### src/rtl/bcd_sched_pkg.sv
// Shared types and constants for the BCD converter scheduler.
package bcd_sched_pkg;

  typedef enum logic [1:0] {
    S_IDLE = 2'd0,
    S_CONV = 2'd1,
    S_RESP = 2'd2
  } state_t;

  localparam int unsigned DATA_W       = 8;
  localparam int unsigned CONV_LAT_DEF = 4;

  // Width of a down-counter that must hold the value lat.
  function automatic int unsigned cnt_width(input int unsigned lat);
    return (lat < 2) ? 1 : $clog2(lat + 1);
  endfunction

endpackage

### src/rtl/bcd_conv_sched_rr_arb.sv
// Combinational round-robin picker: first set request above i_ptr, with wrap.
module rr_arb #(
  parameter int unsigned N  = 4,
  parameter int unsigned IW = 2
) (
  input  logic [N-1:0]  i_req,
  input  logic [IW-1:0] i_ptr,
  input  logic          i_en,
  output logic [N-1:0]  o_gnt,
  output logic [IW-1:0] o_idx
);

  always_comb begin
    int unsigned cand;
    logic [IW-1:0] w_sel;
    logic w_found;
    o_gnt   = '0;
    o_idx   = '0;
    w_found = 1'b0;
    cand    = 0;
    w_sel   = '0;
    for (int unsigned k = 1; k <= N; k++) begin
      cand  = (32'(i_ptr) + k) % N;
      w_sel = IW'(cand);
      if (i_en && !w_found && i_req[w_sel]) begin
        w_found      = 1'b1;
        o_gnt[w_sel] = 1'b1;
        o_idx        = w_sel;
      end
    end
  end

endmodule

### src/rtl/bcd_conv_sched.sv
// Shares one binary-to-BCD converter among N_REQ requesters, one conversion
// at a time, answering over a valid/ready response channel.
module bcd_conv_sched
  import bcd_sched_pkg::*;
#(
  parameter int unsigned N_REQ    = 4,
  parameter int unsigned ID_W     = 2,
  parameter int unsigned DW       = DATA_W,
  parameter int unsigned CONV_LAT = CONV_LAT_DEF
) (
  input  logic                clk,
  input  logic                rst_n,
  input  logic [N_REQ-1:0]    req,
  input  logic [N_REQ*DW-1:0] req_data,
  output logic [N_REQ-1:0]    grant,
  output logic [DW-1:0]       conv_bin,
  input  logic [3:0]          conv_dec0,
  input  logic [3:0]          conv_dec1,
  input  logic [3:0]          conv_dec2,
  output logic                resp_valid,
  input  logic                resp_ready,
  output logic [ID_W-1:0]     resp_id,
  output logic [3:0]          resp_dec0,
  output logic [3:0]          resp_dec1,
  output logic [3:0]          resp_dec2,
  output logic                busy
);

  localparam int unsigned CW = cnt_width(CONV_LAT);

  if (CONV_LAT < 1) begin : g_lat_chk
    $error("CONV_LAT must be at least 1");
  end
  if (DW != DATA_W) begin : g_dw_chk
    $error("DW is fixed to the converter input width");
  end
  if (ID_W != ((N_REQ < 2) ? 1 : $clog2(N_REQ))) begin : g_idw_chk
    $error("ID_W must equal clog2(N_REQ)");
  end

  state_t          r_state, w_next;
  logic [ID_W-1:0] r_ptr, r_id, w_idx;
  logic [CW-1:0]   r_cnt;
  logic [DW-1:0]   r_conv_bin;
  logic [3:0]      r_dec0, r_dec1, r_dec2;
  logic            r_valid;
  logic            w_en;
  logic [N_REQ-1:0] w_gnt;

  // Gating on rst_n keeps grant at 0 while reset is held with requests pending.
  assign w_en = rst_n && (r_state == S_IDLE);

  rr_arb #(
    .N  (N_REQ),
    .IW (ID_W)
  ) u_arb (
    .i_req (req),
    .i_ptr (r_ptr),
    .i_en  (w_en),
    .o_gnt (w_gnt),
    .o_idx (w_idx)
  );

  always_ff @(posedge clk or negedge rst_n) begin
    if (!rst_n) r_state <= S_IDLE;
    else        r_state <= w_next;
  end

  always_comb begin
    w_next = r_state;
    unique case (r_state)
      S_IDLE:  if (|w_gnt)          w_next = S_CONV;
      S_CONV:  if (r_cnt == '0)     w_next = S_RESP;
      S_RESP:  if (resp_ready)      w_next = S_IDLE;
      default:                      w_next = S_IDLE;
    endcase
  end

  always_ff @(posedge clk or negedge rst_n) begin
    if (!rst_n) begin
      r_ptr      <= ID_W'(N_REQ - 1);
      r_id       <= '0;
      r_cnt      <= '0;
      r_conv_bin <= '0;
      r_dec0     <= '0;
      r_dec1     <= '0;
      r_dec2     <= '0;
      r_valid    <= 1'b0;
    end else begin
      unique case (r_state)
        S_IDLE: begin
          if (|w_gnt) begin
            r_conv_bin <= req_data[w_idx*DW +: DW];
            r_id       <= w_idx;
            r_ptr      <= w_idx;
            r_cnt      <= CW'(CONV_LAT);
          end
        end
        S_CONV: begin
          // Counting down from CONV_LAT gives CONV_LAT+1 cycles of stable input.
          if (r_cnt != '0) begin
            r_cnt <= r_cnt - 1'b1;
          end else begin
            r_dec0  <= conv_dec0;
            r_dec1  <= conv_dec1;
            r_dec2  <= conv_dec2;
            r_valid <= 1'b1;
          end
        end
        S_RESP: begin
          if (resp_ready) r_valid <= 1'b0;
        end
        default: ;
      endcase
    end
  end

  assign grant      = w_gnt;
  assign conv_bin   = r_conv_bin;
  assign resp_valid = r_valid;
  assign resp_id    = r_id;
  assign resp_dec0  = r_dec0;
  assign resp_dec1  = r_dec1;
  assign resp_dec2  = r_dec2;
  assign busy       = (r_state != S_IDLE);

endmodule

### config.mk
export PLATFORM = sky130hd
export DESIGN_NAME = bcd_conv_sched
export DESIGN_NICKNAME = d
export VERILOG_FILES = /design/src/rtl/bcd_sched_pkg.sv /design/src/rtl/bcd_conv_sched_rr_arb.sv /design/src/rtl/bcd_conv_sched.sv
export SDC_FILE = /design/constraint.sdc
export NUM_CORES = 1
export LEC_CHECK = 0
export BUFFER_PORTS_ARGS = -buffer_cell sky130_fd_sc_hd__buf_2
export CELL_PAD_IN_SITES_DETAIL_PLACEMENT = 0
export CELL_PAD_IN_SITES_GLOBAL_PLACEMENT = 1
export CORE_ASPECT_RATIO = 0.6
export CORE_MARGIN = 5
export CORE_UTILIZATION = 40
export CTS_CLUSTER_DIAMETER = 100
export CTS_CLUSTER_SIZE = 25
export DETAILED_ROUTE_END_ITERATION = 10
export PLACE_DENSITY = 0.85
export SYNTH_ARGS = -nofsm -noshare
export SYNTH_HDL_FRONTEND = slang
export SYNTH_SLANG_ARGS = --single-unit
### constraint.sdc
create_clock -name clk -period 5.85 [get_ports clk]
set_clock_uncertainty 0.05 [all_clocks]
set_input_delay 0.8775 -clock clk [delete_from_list [all_inputs] [get_ports clk]]
set_output_delay 0.8775 -clock clk [all_outputs]
set_load 0.01 [all_outputs]
==> results of run 1 <==
[how the worst max path moves through the flow]
stage	to	slack (ns)	depth (start not counted)
2_1_floorplan	grant[3]	2.61	8
5_1_grt	grant[3]	1.63	7
6_report	grant[3]	1.90	7
3_5_place_dp	grant[3]	1.90	6
3_3_place_gp	grant[3]	1.96	6
4_1_cts	grant[3]	1.86	7
[stage by stage]
stage	power [mW]	setup WS [ns]
after CTS	1.46	1.86
after detailed placement	1.25	1.90
after global placement	1.23	1.96
after floorplan	1.06	2.61
after global routing	1.57	1.63
final	1.44	1.90
[sequential cells by signal (all words and copies together) (netlist names)]
| name | flops |
|---|---|
| conv_bin | 8 |
| resp_dec0 | 4 |
| resp_dec1 | 4 |
| resp_dec2 | 4 |
| r_cnt | 3 |
| r_ptr | 2 |
| r_state | 2 |
| resp_id | 2 |
| resp_valid | 1 |
[final cells by class]
cell class,count,area share (%)
inverters,7,1.06
well taps,63,3.19
clock inverters,3,1.62
clock buffers,5,2.78
flip-flops and latches,30,30.4
repair buffers,79,16.1
multi-input cells,122,44.8
[kinds of logic (layout without fill, tap and decap cells)]
kind of cell    Yosys count  count (layout)  synth area share (%)
compound gates           34              34                  12.4
buf+inv                  16              94                  5.74
fa+ha+maj                10              10                  6.38
simple gates             34              34                  10.8
mux                      44              44                  26.3
flops                    30              30                  38.4
[metal layers]
layer	vias up	track usage (%)	part of all wire, %
met3	2	5.11	7.4
met4	0	2.18	0.29
met2	42	19.5	43
li1	771	-	-
met1	711	19.7	49
met5	-	0	0
[worst max-delay path: stages, from the launching register on]
cell and delay, ns:
dfstp_2 0.75, inv_1 0.15, ha_1 0.42, mux4_2 0.58, nor2b_2 0.30, a32oi_1 0.14
o21ai_0 0.20, buf_2 0.21
[power breakdown]
part / total [mW] / leakage (nW) / switching [mW] / internal [mW]
Clock: 0.198 / 0.0579 / 0.0729 / 0.125
Sequential: 0.403 / 0.357 / 0.0793 / 0.324
Combinational: 0.835 / 0.732 / 0.448 / 0.387
[placed cells by master (no fill, tap or decap), types with 3 or more instances in the layout]
cell type  count
a21oi_1        3
nor2_1         3
mux2i_1       20
buf_2         78
o21ai_1        7
clkbuf_8       5
ha_1          10
dfrtp_1       28
a32oi_1        4
a22oi_1        4
o21ai_2        5
nand2_1       13
o21ai_0        5
mux2_2        20
inv_1          7
mux4_2         4
==> results_dict.tcl, run 1 <==
set metrics [dict create \
    cp_data_required_time_ns 4.92 \
    min-delay-start "conv_bin[5]" \
    grt_use_total_pct 13.6 \
    tightestPinTransition_ns 1.05 \
    syn_area_per_cell_sq_um 11.7 \
    multi_input_comb_area_sq_um 1110 \
    finalWirelength_mm 4.15 \
    cp.arrival_ns 3.02 \
    netlist_instances 168 \
    portBuffers 78 \
    seq_area_sq_um 753 \
    die-area_sq_um 6450 \
    rsz0062_at_grt "no" \
    finalMaxSlewViolations 0 \
    die_x_um 100 \
    synth_edf_count 0 \
    cts_resized 0 \
    numCtsBuffers 5 \
    grt_first_pass_wirelength_mm 7.17 \
    hpwl_mm 3.22 \
    slew_headroom_pct 29.9 \
    async_flop_share_pct 100 \
    crit_fanout 15 \
    clk-insertion-delay-late_ns 0.27 \
    synth.ff_latch_count 30 \
    drc_errors 0 \
    clock_path_buffers 2 \
    r2r_slack_ns 2.10 \
    fmax_ghz 0.253 \
    num_io_pins 79 \
    core_sq_um 4660 \
    holdPathStages 2 \
    synth_most_common_cell "dfrtp_1" \
    synth.top_cells.by_count "dfrtp_1, mux2_2, mux2i_1" \
    whs_endpoint "conv_bin[5]" \
    cts-hold-fix-buffers 0 \
    power_density_nw_per_um2 580 \
    synth_flop_cell "dfrtp_1" \
    clk_pin_slew_ns 0.06 \
    fp.dieH_um 64.2 \
    cts_root_buffer "clkbuf_8" \
    grt_pass1_vias 1571 \
    drive_gt1_share_pct 52.4 \
    synthesis.nets 229 \
    cts_tree "done" \
    reg2regPathDepth 9 \
    setup_viol 0 \
    diodes 0 \
    ys_seq_area_share_pct 38.4 \
    vias 1526 \
    fin_util_pct 53.1 \
    drt-initial-drc-count 34 \
    p_leak_nw 1.15 \
    synth_top_area_share_pct 35.7 \
    drt-vias-per-instance 4.94 \
    synth.area.top_cells "dfrtp_1, mux2_2, mux2i_1" \
    max_cap_violations 0 \
    final.period_utilization_pct 67.5 \
    cp-end-kind "output port" \
    final_cell_count_no_fill 309 \
    placementRows 19 \
    gp_congestion 0.781 \
    postCtsSetupBuffers 0 \
    hold_ws_ns 0.421 \
    cts.sinks 30 \
    critical_path_class "reg -> out" \
    placedCellCount 301 \
    r2r-start "r_ptr[0]" \
    initial_utilization_pct 42.1 \
    setup_tns_ns 0 \
    irDropWorstVdd_mv 0.253 \
    status "finished, final reports clean" \
    antenna_found_initial 0 \
    synth_area_leader_cell "dfrtp_1" \
    startpoint "r_ptr[0]" \
    dpl_cell_area_sq_um 2370 \
    syn_area_sq_um 1960 \
    grt_overflow_total 0 \
    n_fill_cell 445 \
    postLayoutCellArea_sq_um 2470 \
    hold_viol_final 0 \
    hold_path_class "reg -> reg" \
    grt_start_max_net_pins 32 \
    r2r_end "conv_bin[1]" \
    startpoint_type "flip-flop" \
    drt_pass1_iterations 5 \
    synth.distinct_cells 38 \
    yosys_warnings 0 \
    fin_nets 306 \
    drtAntennaViolNets 0 \
    wl_per_cell_um 13.4 \
    fin_crit_ns 3.95 \
    area_delta_synth_final_pct 26.1 \
    htreeDepth 2 \
]
Power figures use the tool's default switching activity.
==> run 2, diff against run 1 <==
- CORE_UTILIZATION: 40 -> 33
- PLACE_DENSITY: 0.85 -> 0.75
- clock period: 5.85 -> 3.5 ns (I/O delays scaled with it)
==> run 2 against run 1 <==
Sequential share of layout area is 1.4 points lower. First-iteration DRC count is 79% higher. Critical path depth is 1 higher. Clock-buffer cell count stayed put. Global-route usage is 1.1 points lower. Wire length is 13% higher. Via count is 4.3% higher. Sequential cell count stayed put.
==> results_dict.tcl, run 2 (synthesis results as in run 1) <==
set metrics [dict create \
    status "finished, final reports clean" \
    final_cell_mix "buf_2, dfrtp_1, mux2_2, mux2i_1, nand2_1" \
    irDropWorstVdd_mv 0.369 \
    r2r-start "r_ptr[1]" \
    fp.dieH_um 69.7 \
    fin_crit_ns 3.32 \
    r2r_end "conv_bin[7]" \
    cp-end-kind "output port" \
    rsz0062_at_grt "no" \
    drc_errors 0 \
    comb_power_share_pct 61.6 \
    placementRows 21 \
    seq_area_sq_um 753 \
    grt_overflow_total 0 \
    htreeDepth 2 \
    largest_register_ffs 8 \
    die_x_um 110 \
    hold_viol_final 0 \
    crit_fanout 9 \
    final_common_cell "buf_2" \
    final_cell_count_no_fill 333 \
    numCtsBuffers 5 \
    drt_pass1_iterations 4 \
    routed.top_layer "met4" \
    max_cap_violations 0 \
    drt-vias-per-instance 4.78 \
    clk_pin_slew_ns 0.07 \
    p_sw_mw 1.06 \
    drtAntennaViolNets 0 \
    clockPowerShare_pct 13.2 \
    drive_gt1_share_pct 54.5 \
    startpoint_type "flip-flop" \
    cp_data_required_time_ns 2.92 \
    finalWirelength_mm 4.68 \
    wl_met2_mm 2.00 \
    hpwl_mm 3.57 \
    n_fill_cell 593 \
    critical_path_class "reg -> out" \
    power_density_nw_per_um2 988 \
    p_total_mw 2.57 \
    final.period_utilization_pct 94.8 \
    met1_length_mm 2.25 \
    setup_tns_ns 0 \
    portBuffers 78 \
    cts_tree "done" \
    fmax_ghz 0.302 \
    wl_per_cell_um 14.1 \
    clock_path_buffers 2 \
    vias 1591 \
    tightestPinTransition_ns 1.09 \
    core_sq_um 5680 \
    finalMaxSlewViolations 0 \
    cts.sinks 30 \
    r2r_slack_ns 0.24 \
    clk-insertion-delay-late_ns 0.28 \
    switching_share_pct 41.4 \
    area_delta_synth_final_pct 32.4 \
    antenna_found_initial 0 \
    cts-hold-fix-buffers 0 \
    diodes 0 \
    setup_viol 0 \
    slew_headroom_pct 27.0 \
    die-area_sq_um 7640 \
    grt_start_max_net_pins 31 \
    seqPwrFrac_pct 25.2 \
    grt_use_total_pct 12.5 \
    num_io_pins 79 \
    cts_root_buffer "clkbuf_8" \
    hold_path_class "in -> async" \
    grt_first_pass_wirelength_mm 7.71 \
    drt-initial-drc-count 61 \
    reg2regPathDepth 11 \
    p_leak_nw 1.20 \
    gp_congestion 0.779 \
    initial_utilization_pct 34.6 \
    cp.arrival_ns 2.74 \
    placedCellCount 322 \
    fin_nets 313 \
    p_int_mw 1.50 \
    wl_met3_um 421 \
    grt_pass1_vias 1586 \
    multi_input_comb_area_sq_um 1150 \
]
## run 2: cell types whose count changed in the layout (fill, tap and decap cells not counted)
cell / previous run / this run
buf_12: 0 / 1
buf_4: 1 / 7
ha_1: 10 / 9
ha_4: 0 / 1
nor2b_2: 1 / 0
nor2b_4: 1 / 2
nor3_2: 1 / 0
nor3_4: 0 / 1
nor4b_2: 1 / 0
nor4b_4: 0 / 1
o21ai_0: 5 / 3
o21ai_1: 7 / 8
o21ai_2: 5 / 6
## run 2: worst max-delay path by stage
stage,slack (ns),start,to
3_5_place_dp,0.28,r_ptr[1],conv_bin[1]
5_1_grt,0.07,r_ptr[1],grant[1]
4_1_cts,0.04,r_ptr[1],grant[0]
2_1_floorplan,0.32,r_ptr[0],r_cnt[2]
6_report,0.18,r_ptr[1],grant[3]
3_3_place_gp,0.32,r_ptr[1],grant[3]
## run 2: worst max-delay path, stage by stage, from the launching register on
cell	delay, ns
dfstp_2	0.64
inv_1	0.17
ha_4	0.33
mux4_2	0.41
nor3_4	0.26
buf_4	0.17
a32oi_1	0.10
o21ai_1	0.20
buf_2	0.19
## run 2: stage by stage
| step | worst slack [ns] | hold WS, ns | util (%) | instance area [sq um] |
|---|---|---|---|---|
| final | 0.184 | 0.216 | 45.8 | 2600 |
| after global routing | 0.0652 | 0.242 | 45.8 | 2600 |
| after CTS | 0.0419 | 0.233 | 45.1 | 2560 |
| after detailed placement | 0.281 | 0.415 | 42.8 | 2430 |
| after global placement | 0.324 | 0.409 | 42.8 | 2430 |
| after floorplan | 0.315 | 0.179 | - | 1960 |
## run 2: cell type report
cell class	instances	area share, %
Clock buffer	5	2.65
Clock inverter	3	1.54
Inverter	7	1.01
Multi-Input combinational cell	122	44.1
Sequential cell	30	29.0
Tap cell	80	3.85
Timing Repair Buffer	86	17.8
## run 2: power by group through the flow
stage | sequential [mW] | combinational (mW) | clock, mW
floorplan | 0.711 | 1.06 | 0
global placement | 0.646 | 1.49 | 0
detailed placement | 0.652 | 1.50 | 0
CTS | 0.649 | 1.54 | 0.349
global route | 0.674 | 1.75 | 0.368
finish | 0.646 | 1.58 | 0.339
## run 2: layer usage
| layer | GRT usage (%) | vias up |
|---|---|---|
| met5 | 0 | - |
| met4 | 2.07 | 0 |
| met3 | 5.30 | 2 |
| met2 | 16.5 | 58 |
| met1 | 18.8 | 743 |
| li1 | - | 788 |
## run 2: timing repair
item                       in CTS  in global routing
resized for setup               0                  7
setup endpoints to repair       2                  4
setup buffers                   3                  0
